[config.mk]
export PLATFORM = sky130hd
export DESIGN_NAME = ex_muldiv
export DESIGN_NICKNAME = d
export VERILOG_FILES = /design/src/rtl/muldiv_pkg.sv /design/src/rtl/muldiv_signfix.sv /design/src/rtl/ex_muldiv.sv
export SDC_FILE = /design/constraint.sdc
export NUM_CORES = 1
export LEC_CHECK = 0
export BUFFER_PORTS_ARGS = -buffer_cell sky130_fd_sc_hd__buf_2
export CAP_MARGIN = 20
export CORE_UTILIZATION = 50
export DETAILED_ROUTE_END_ITERATION = 7
export GPL_TIMING_DRIVEN = 0
export HOLD_SLACK_MARGIN = 0.06
export PLACE_DENSITY = 0.69
export REMOVE_ABC_BUFFERS = 1
export SLEW_MARGIN = 15
export SYNTH_ARGS = -nofsm -noshare
export SYNTH_HDL_FRONTEND = slang
export SYNTH_SLANG_ARGS = --single-unit
[constraint.sdc]
create_clock -name clk -period 5.7 [get_ports clk]
set_clock_uncertainty 0.2 [all_clocks]
set_input_delay 0.285 -clock clk [delete_from_list [all_inputs] [get_ports clk]]
set_output_delay 0.285 -clock clk [all_outputs]
set_load 0.005 [all_outputs]
[src/rtl/muldiv_pkg.sv]
// muldiv_pkg: shared width, op/state encodings and result constants for ex_muldiv
package muldiv_pkg;
    localparam int XLEN = 32;
    localparam int ITER = XLEN;
    localparam int CW   = $clog2(ITER) + 1;
    typedef enum logic [1:0] {MD_MULT = 2'b00, MD_MULTU = 2'b01, MD_DIV = 2'b10, MD_DIVU = 2'b11} md_op_e;
    typedef enum logic [1:0] {S_IDLE = 2'b00, S_RUN = 2'b01, S_FIX = 2'b10} state_e;
    localparam logic [XLEN-1:0] DIV0_LO = '1;
endpackage

[src/rtl/muldiv_signfix.sv]
// muldiv_signfix: operand magnitude/sign extraction at issue and result sign correction at fix
//   issue_signed/issue_a/issue_b -> neg_a/neg_b (operand signs), abs_a/abs_b (magnitudes)
//   run_div/run_neg_a/run_neg_b/run_zero + raw_hi/raw_lo (unsigned result) -> fix_hi/fix_lo
module muldiv_signfix
    import muldiv_pkg::*;
(
    input  logic            issue_signed,
    input  logic [XLEN-1:0] issue_a,
    input  logic [XLEN-1:0] issue_b,
    output logic            neg_a,
    output logic            neg_b,
    output logic [XLEN-1:0] abs_a,
    output logic [XLEN-1:0] abs_b,
    input  logic            run_div,
    input  logic            run_neg_a,
    input  logic            run_neg_b,
    input  logic            run_zero,
    input  logic [XLEN-1:0] raw_hi,
    input  logic [XLEN-1:0] raw_lo,
    output logic [XLEN-1:0] fix_hi,
    output logic [XLEN-1:0] fix_lo
);
    logic [2*XLEN-1:0] prod;
    logic              diff_sign;
    always_comb begin
        neg_a     = issue_signed & issue_a[XLEN-1];
        neg_b     = issue_signed & issue_b[XLEN-1];
        abs_a     = neg_a ? -issue_a : issue_a;
        abs_b     = neg_b ? -issue_b : issue_b;
        diff_sign = run_neg_a ^ run_neg_b;
        prod      = diff_sign ? -{raw_hi, raw_lo} : {raw_hi, raw_lo};
        // remainder follows the dividend, so a zero divisor returns the original rs in hi
        fix_hi    = run_div ? (run_neg_a ? -raw_hi : raw_hi) : prod[2*XLEN-1:XLEN];
        fix_lo    = run_div ? (run_zero ? DIV0_LO : (diff_sign ? -raw_lo : raw_lo)) : prod[XLEN-1:0];
    end
endmodule

[src/rtl/ex_muldiv.sv]
// ex_muldiv: iterative one-bit-per-cycle MIPS MULT/MULTU/DIV/DIVU unit owning HI/LO
//   EX_start/EX_op/EX_rd1/EX_rd2 issue an op; EX_rdhilo marks MFHI/MFLO; EX_flush kills it
//   busy: op in progress; stall: busy & (EX_start | EX_rdhilo); done: one-cycle write pulse
//   hi/lo: architectural registers
//   MULDIV_EARLY_OUT_EN: finish a multiply early once the remaining multiplier bits are zero
module ex_muldiv
    import muldiv_pkg::*;
(
    input  logic            clk,
    input  logic            rst,
    input  logic            EX_start,
    input  logic [1:0]      EX_op,
    input  logic [XLEN-1:0] EX_rd1,
    input  logic [XLEN-1:0] EX_rd2,
    input  logic            EX_rdhilo,
    input  logic            EX_flush,
    output logic            busy,
    output logic            stall,
    output logic            done,
    output logic [XLEN-1:0] hi,
    output logic [XLEN-1:0] lo
);
    state_e          state;
    logic [CW-1:0]   cnt;
    logic            div_q, na, nb;
    logic [XLEN-1:0] m, acc, sh;
    logic            issue_signed, issue_div, neg_a, neg_b, ge;
    logic [XLEN-1:0] abs_a, abs_b, fix_hi, fix_lo;
    logic [XLEN:0]   sum, rem_s, diff;

    assign issue_signed = (EX_op == MD_MULT) || (EX_op == MD_DIV);
    assign issue_div    = (EX_op == MD_DIV) || (EX_op == MD_DIVU);
    assign stall        = busy & (EX_start | EX_rdhilo);

    // multiply: {acc,sh} is the partial product with the multiplier shifting out of sh
    // divide:   acc is the partial remainder, sh shifts dividend out and quotient in
    assign sum   = {1'b0, acc} + {1'b0, sh[0] ? m : '0};
    assign rem_s = {acc, sh[XLEN-1]};
    assign diff  = rem_s - {1'b0, m};
    assign ge    = ~diff[XLEN];

`ifdef MULDIV_EARLY_OUT_EN
    logic [CW-1:0]     shamt;
    logic [2*XLEN-1:0] eo;
    logic              early;
    assign shamt = CW'(ITER) - cnt;
    assign eo    = {acc, sh} >> shamt;
    assign early = ~div_q && ((sh & ({XLEN{1'b1}} >> cnt)) == '0);
`endif

    muldiv_signfix u_signfix (
        .issue_signed(issue_signed),
        .issue_a     (EX_rd1),
        .issue_b     (EX_rd2),
        .neg_a       (neg_a),
        .neg_b       (neg_b),
        .abs_a       (abs_a),
        .abs_b       (abs_b),
        .run_div     (div_q),
        .run_neg_a   (na),
        .run_neg_b   (nb),
        .run_zero    (m == '0),
        .raw_hi      (acc),
        .raw_lo      (sh),
        .fix_hi      (fix_hi),
        .fix_lo      (fix_lo)
    );

    always_ff @(posedge clk or posedge rst) begin
        if (rst) begin
            state <= S_IDLE;
            cnt   <= '0;
            div_q <= 1'b0;
            na    <= 1'b0;
            nb    <= 1'b0;
            m     <= '0;
            acc   <= '0;
            sh    <= '0;
            busy  <= 1'b0;
            done  <= 1'b0;
            hi    <= '0;
            lo    <= '0;
        end else begin
            done <= 1'b0;
            case (state)
                S_IDLE: if (EX_start && !EX_flush) begin
                    div_q <= issue_div;
                    na    <= neg_a;
                    nb    <= neg_b;
                    m     <= issue_div ? abs_b : abs_a;
                    sh    <= issue_div ? abs_a : abs_b;
                    acc   <= '0;
                    cnt   <= '0;
                    busy  <= 1'b1;
                    state <= S_RUN;
                end
                S_RUN: if (EX_flush) begin
                    busy  <= 1'b0;
                    state <= S_IDLE;
                end else
`ifdef MULDIV_EARLY_OUT_EN
                if (early) begin
                    acc   <= eo[2*XLEN-1:XLEN];
                    sh    <= eo[XLEN-1:0];
                    state <= S_FIX;
                end else
`endif
                begin
                    acc   <= div_q ? (ge ? diff[XLEN-1:0] : rem_s[XLEN-1:0]) : sum[XLEN:1];
                    sh    <= div_q ? {sh[XLEN-2:0], ge} : {sum[0], sh[XLEN-1:1]};
                    cnt   <= cnt + 1'b1;
                    state <= (cnt == CW'(ITER - 1)) ? S_FIX : S_RUN;
                end
                S_FIX: begin
                    busy  <= 1'b0;
                    state <= S_IDLE;
                    if (!EX_flush) begin
                        hi   <= fix_hi;
                        lo   <= fix_lo;
                        done <= 1'b1;
                    end
                end
                default: state <= S_IDLE;
            endcase
        end
    end
endmodule

# --- Yosys cells after proc, flatten, opt, wreduce, memory -nomap -nowiden ---
# Cells that the tools add are included.
totals:
  in_bits: 71
  ramBits: 0
  register_bits: 173
  output_inout_bits: 67
  latch_bits: 0
  memories: 0
  rom_bits: 0
classes:
  n_lt_le_gt_ge: 0
  bitwise: 7
  n_addsub: 8
  shift: 0
  n_mul: 0
  n_eq_ne: 8
  div_mod_pow: 0
  mux: 32
  n_reduce_logical: 13
ops:
  columns: ["operator", "n"]
  rows:
  - ["32-bit two-way mux", 17]
  - ["32-bit negation", 4]
  - ["32-bit one-hot mux with 2 select lines", 2]
  - ["64-bit two-way mux", 1]
  - ["64-bit negation", 1]
  - ["32-bit by 32-bit adder with 33-bit output", 1]
  - ["33-bit by 32-bit subtractor with 33-bit output", 1]
  - ["32-bit zero test", 1]
  - ["6-bit two-way mux", 2]
  - ["6-bit one-hot mux with 2 select lines", 1]
  - ["6-bit by 1-bit adder with 6-bit output (second input constant)", 1]
  - ["2-bit == test (second input constant)", 3]
  - ["6-bit by 5-bit == test with 1-bit output (second input constant)", 1]
  - ["2-bit two-way mux", 3]
  - ["2-bit inequality test (second input constant)", 3]
  - ["3-bit AND reduction", 2]
  - ["2-bit zero test", 2]
  - ["1-bit two-way mux", 4]
  - ["2-bit one-hot mux with 2 select lines", 1]
  - ["2-bit AND reduction", 2]
  - ["1-bit bitwise AND", 3]
  - ["1-bit one-hot mux with 3 select lines", 1]
  - ["3-bit nonzero test", 1]
  - ["2-bit by 1-bit == test with 1-bit output (second input constant)", 1]
  - ["7 further kinds", 9]

# --- Logic depth before layout (Yosys ltp) ---
depth:
  word_depth: 7
  mapped_depth: 15
  depth_no_buf: 14

# --- Cells and area by module ---
# From an unflattened synthesis, not the netlist that was laid out.
hier_totals:
  hier_cells: 1924
  area_unflattened_um2: 15851.5
modules_own_cells:
  columns: ["module", "area_per_inst_um2", "cells_each", "n_inst"]
  rows:
  - ["ex_muldiv", 12320.6, 1353, 1]
  - ["muldiv_signfix", 3530.9, 571, 1]

# --- Least setup slack after synthesis ---
# OpenSTA, ideal clock, no wires.
synth_timing:
  path_kind: "reg-to-reg"
  start: "register acc[6]"
  end: "register acc[28]"
  n_path_buf: 3
  period_less_slack_ns: 3.435
  path_slack_ns: 2.265
  stages_incl_launch_ff: 15
  arrival_ns: 3.100
  required_time_ns: 5.364
  path_cell_list: "dfrtp_1 -> ha_1 -> clkbuf_1 -> a21o_1 -> or3_1 -> o21ai_0 -> a21oi_1 -> o21ai_0 -> o21ai_1 -> a41oi_1 -> xnor2_1 -> buf_2 -> buf_2 -> mux2i_1 -> o211ai_1"
synth_between:
  elab_chain_cells: 5
  word_cells_on_any_way: 6
  classes_between: "2 x add/sub; 4 x mux"
synth_rtl:
  columns: ["item", "line", "source"]
  rows:
  - ["start: declaration", "ex_muldiv.sv:26", "logic [XLEN-1:0] m, acc, sh;"]
  - ["start signal: assignment", "ex_muldiv.sv:109", "acc <= div_q ? (ge ? diff[XLEN-1:0] : rem_s[XLEN-1:0]) : sum[XLEN:1];"]
  - ["33-bit by 32-bit subtractor with 33-bit output", "ex_muldiv.sv:39", "assign diff = rem_s - {1'b0, m};"]
  - ["32-bit two-way mux", "ex_muldiv.sv:109", null]
  - ["32-bit two-way mux (*)", "ex_muldiv.sv:109", null]
  - ["32-bit two-way mux (*)", "ex_muldiv.sv:97", "S_RUN: if (EX_flush) begin"]
  - ["32-bit one-hot mux with 2 select lines (*)", "ex_muldiv.sv:85", "case (state)"]
# Mark *: on every way between the ends. The rest lies on a longest branch, timed or not. The select of a mux whose other input is x is not followed.
# A chain may end at the register's enable or synchronous reset.

# --- Worst setup path in the final report ---
layout_timing:
  start: "register sh[0]"
  end: "register hi[28]"
layout_between:
  elab_chain_cells: 3
layout_rtl:
  columns: ["item", "line", "source"]
  rows:
  - ["start: declaration", "ex_muldiv.sv:26", null]
  - ["start signal: assignment", "ex_muldiv.sv:91", "sh <= issue_div ? abs_a : abs_b;"]
  - ["start signal: assignment", "ex_muldiv.sv:110", "sh <= div_q ? {sh[XLEN-2:0], ge} : {sum[0], sh[XLEN-1:1]};"]
  - ["64-bit negation", "muldiv_signfix.sv:31", "prod = diff_sign ? -{raw_hi, raw_lo} : {raw_hi, raw_lo};"]
  - ["64-bit two-way mux", "muldiv_signfix.sv:31", null]
  - ["32-bit two-way mux", "muldiv_signfix.sv:33", "fix_hi = run_div ? (run_neg_a ? -raw_hi : raw_hi) : prod[2*XLEN-1:XLEN];"]
  - ["end signal: assignment", "ex_muldiv.sv:118", "hi <= fix_hi;"]
  - ["end: declaration", "ex_muldiv.sv:20", "output logic [XLEN-1:0] hi,"]
# No other way between the ends.

==> flow_metrics.py <==
metrics = {
    "outcome": {
        "status": "finished clean",
    },
    "clocking": {
        "clk_latency_ns": 0.45,
        "cts_setup_buffers": 0,
        "ctsHoldBuffers": 7,
        "htreeDepth": 4,
        "cts.sinks": 173,
        "clockBufferDepth": 2,
        "cts_root_buffer": "clkbuf_16",
        "cts_tree": "done",
        "cts_made_buffers": 17,
        "cts_resized": 0,
        "cts.clk_slew.worst_paths_ns": 0.07,
    },
    "worst_hold_path": {
        "hold_path_depth": 3,
        "hp-class": "in2reg",
        "min_from": "EX_op[1]",
        "worstHoldEndpoint": "m[2]",
    },
    "placed_design": {
        "port_buffers": 137,
        "routabilityCongestion": 0.931,
        "dpl.hpwl_um": 31000,
    },
    "power": {
        "vdd_drop_max_uv": 224,
        "p_per_area_mw_per_mm2": 537,
        "leakagePower_nw": 7.27,
    },
    "global_routing": {
        "grt_pass1_wl_um": 66800,
        "grt_usage": 0.289,
        "met3_usage": 0.0509,
        "grtUsageMet2": 0.471,
        "gr-total-overflow": 0,
        "antenna_found_initial": 5,
        "grt_max_degree": 112,
        "use_met1": 0.397,
        "grt_pass1_vias": 12600,
        "busiest_layer": "met2",
    },
    "worst_setup_path": {
        "slowest_stage": "inv_1",
        "cp_cell_sequence": "inv_1 -> ha_1 -> nor3b_1 -> nand3_1 -> or2_2 -> nor3_1 -> nand2b_1 -> o21ai_1 -> a21oi_1 -> xor2_1 -> o21ai_0",
        "cp_max_fo": 32,
        "worstSetupEndpointType": "flop",
        "r2r-end": "hi[28]",
        "cp_top_family": "simple AND/OR/NAND/NOR gates",
        "crit_path_max_incr_delay_ns": 0.82,
        "cp.required_ns": 5.80,
        "path_class": "reg2reg",
        "arrival_ns": 5.13,
        "reg2reg_from": "sh[0]",
        "critPathLaunchType": "flop",
        "crit_buf_inv": 1,
        "r2r_slack_ns": 0.67,
        "r2r_cells": 11,
    },
    "synth": {
        "ys_warn_count": 0,
        "synthTopCellsByCount": "222 x nor2_1, 197 x a21oi_1, 173 x dfrtp_1",
        "synthCells": 1811,
        "syn_avg_cell_area_um2": 7.91,
        "yosys.area.top_type_share": 0.302,
        "synthesis.area_mm2": 0.0143,
        "seq_area_frac_synth": 0.302,
        "yosysMostFrequentCell": "nor2_1",
        "synth-main-ff-cell": "dfrtp_1",
        "synth_area_leaders": "dfrtp_1 30%, a21oi_1 6.9%, xnor2_1 6.4%",
        "yosys_register_bits": 173,
        "synth_cell_types": 73,
        "synth_top_area_cell": "dfrtp_1",
        "async_reset_ff_frac": 1.00,
        "synth_edf_count": 0,
    },
    "routing": {
        "drc": 0,
        "dr_total_vias": 13300,
        "dr.pass1.iters": 6,
        "post_drt_via_cell_ratio": 5.85,
        "wl_um": 41400,
        "drt.antenna.violating_nets": 0,
        "wl_per_cell_um": 18.2,
        "drt-initial-drc-count": 1147,
    },
    "cells_and_area": {
        "drive_above_1_share": 0.128,
        "area_growth_syn_to_layout_pct": 12.0,
        "nFillCells": 2660,
        "nets": 2030,
    },
    "timing": {
        "fmaxAchievable_mhz": 199,
        "worstMarginPinSlew_ns": 1.12,
        "max-slew-margin-rel": 0.252,
        "slew_violations": 0,
        "rsz0062_at_grt": "false",
        "period_minus_slack_ns": 5.03,
        "hold_viol": 0,
        "setup_viol": 0,
        "whs_ns": 0.0956,
        "period_share": 0.882,
        "setup-tns-final_ns": 0,
    },
    "floorplanning": {
        "die_w_um": 171,
        "start_util": 0.512,
        "rows": 61,
        "io_pins": 138,
        "die-area_mm2": 0.0293,
        "core_area_mm2": 0.0280,
        "die_h_um": 171,
    },
    "run": {
        "cap_violations": 0,
    },
}
[where the power goes]
part | switching [W] | internal (W)
Combinational | 0.00297 | 0.00225
Sequential | 0.000652 | 0.00159
Clock | 0.000584 | 0.000578
[layer usage]
layer	wire (um)	part of all wire
met5	30	0.00072
met4	668	0.016
met3	2680	0.065
met2	18800	0.45
met1	19200	0.46
[worst max-delay path by stage]
stage | from | to | slack [ns] | depth (start not counted)
floorplan | sh[31] | acc[31] | 0.27 | 13
global placement | state[1] | acc[30] | -2.45 | 7
detailed placement | sh[0] | hi[28] | 0.75 | 11
CTS | sh[0] | hi[28] | 0.73 | 11
global route | sh[0] | hi[28] | 0.39 | 11
finish | sh[0] | hi[28] | 0.67 | 11
[worst register-to-register path: stages (launching register included)]
cell,delay [ns]
dfrtp_1,0.48
inv_1,0.82
ha_1,0.33
nor3b_1,0.51
nand3_1,0.27
or2_2,0.42
nor3_1,0.63
nand2b_1,0.45
o21ai_1,0.28
a21oi_1,0.26
xor2_1,0.16
o21ai_0,0.08
[kinds of logic (layout without fill, tap and decap cells)]
family	Yosys count	count (layout)	share of synthesized area
XOR/XNOR	178	178	0.109
AND/OR/NAND/NOR	588	588	0.191
adder cells (fa/ha/maj)	74	74	0.0657
multiplexers	62	62	0.0459
other	0	3	0
AO/OA/AOI/OAI	573	573	0.243
buffers and inverters	163	250	0.0436
flip-flops	173	173	0.302
[final cells by class]
type / count / area, um^2 / area share
Multi-Input combinational cell: 1475 / 9440 / 0.588
Tap cell: 378 / 473 / 0.0295
Inverter: 61 / 236 / 0.0147
Clock buffer: 19 / 433 / 0.0270
Sequential cell: 173 / 4330 / 0.270
Antenna cell: 3 / 7.51 / 0.000468
Timing Repair Buffer: 157 / 1000 / 0.0624
Clock inverter: 13 / 120 / 0.00748
[through the flow]
stage / power (W) / worst slack, ns / util / std cells / area [um^2]
final: 0.00862 / 0.671 / 0.573 / 2279 / 16000
after global routing: 0.00933 / 0.393 / 0.573 / 2277 / 16000
after CTS: 0.00854 / 0.726 / 0.572 / 2276 / 16000
after detailed placement: 0.00734 / 0.749 / 0.550 / 2237 / 15400
after global placement: 0.00723 / -2.45 / 0.539 / 2224 / 15100
after floorplan: 0.00598 / 0.274 / - / 1709 / 13900
[sequential cells by signal (all words and copies together) (netlist names)]
name,flops
cnt,6
done,1
busy,1
state,2
div_q,1
nb,1
acc,32
hi,32
sh,32
lo,32
m,32
na,1
[placed cells by master, fill, tap and decap left out, types with 8 or more instances in the layout]
cell,netlist,layout
a211oi_1,32,32
nor2_1,222,220
nor3_1,33,33
o21a_1,10,10
nor2b_1,12,11
ha_1,72,71
nor4_1,27,27
o21ai_0,162,162
nand2_1,163,161
mux2i_1,32,32
a21oi_1,197,195
nand2b_1,17,16
mux2_2,30,30
nand4_1,9,9
o41ai_1,12,12
nand3_1,26,26
clkbuf_16,0,17
a31oi_1,15,15
xnor2_1,105,102
a21o_1,38,38
xor2_1,73,73
o31ai_1,22,22
buf_2,9,136
dfrtp_1,173,172
and2_1,10,10
or3_1,8,8
inv_1,61,60
a22oi_1,22,22
and3_1,20,20
No activity file was read; power rests on OpenSTA's default activity.
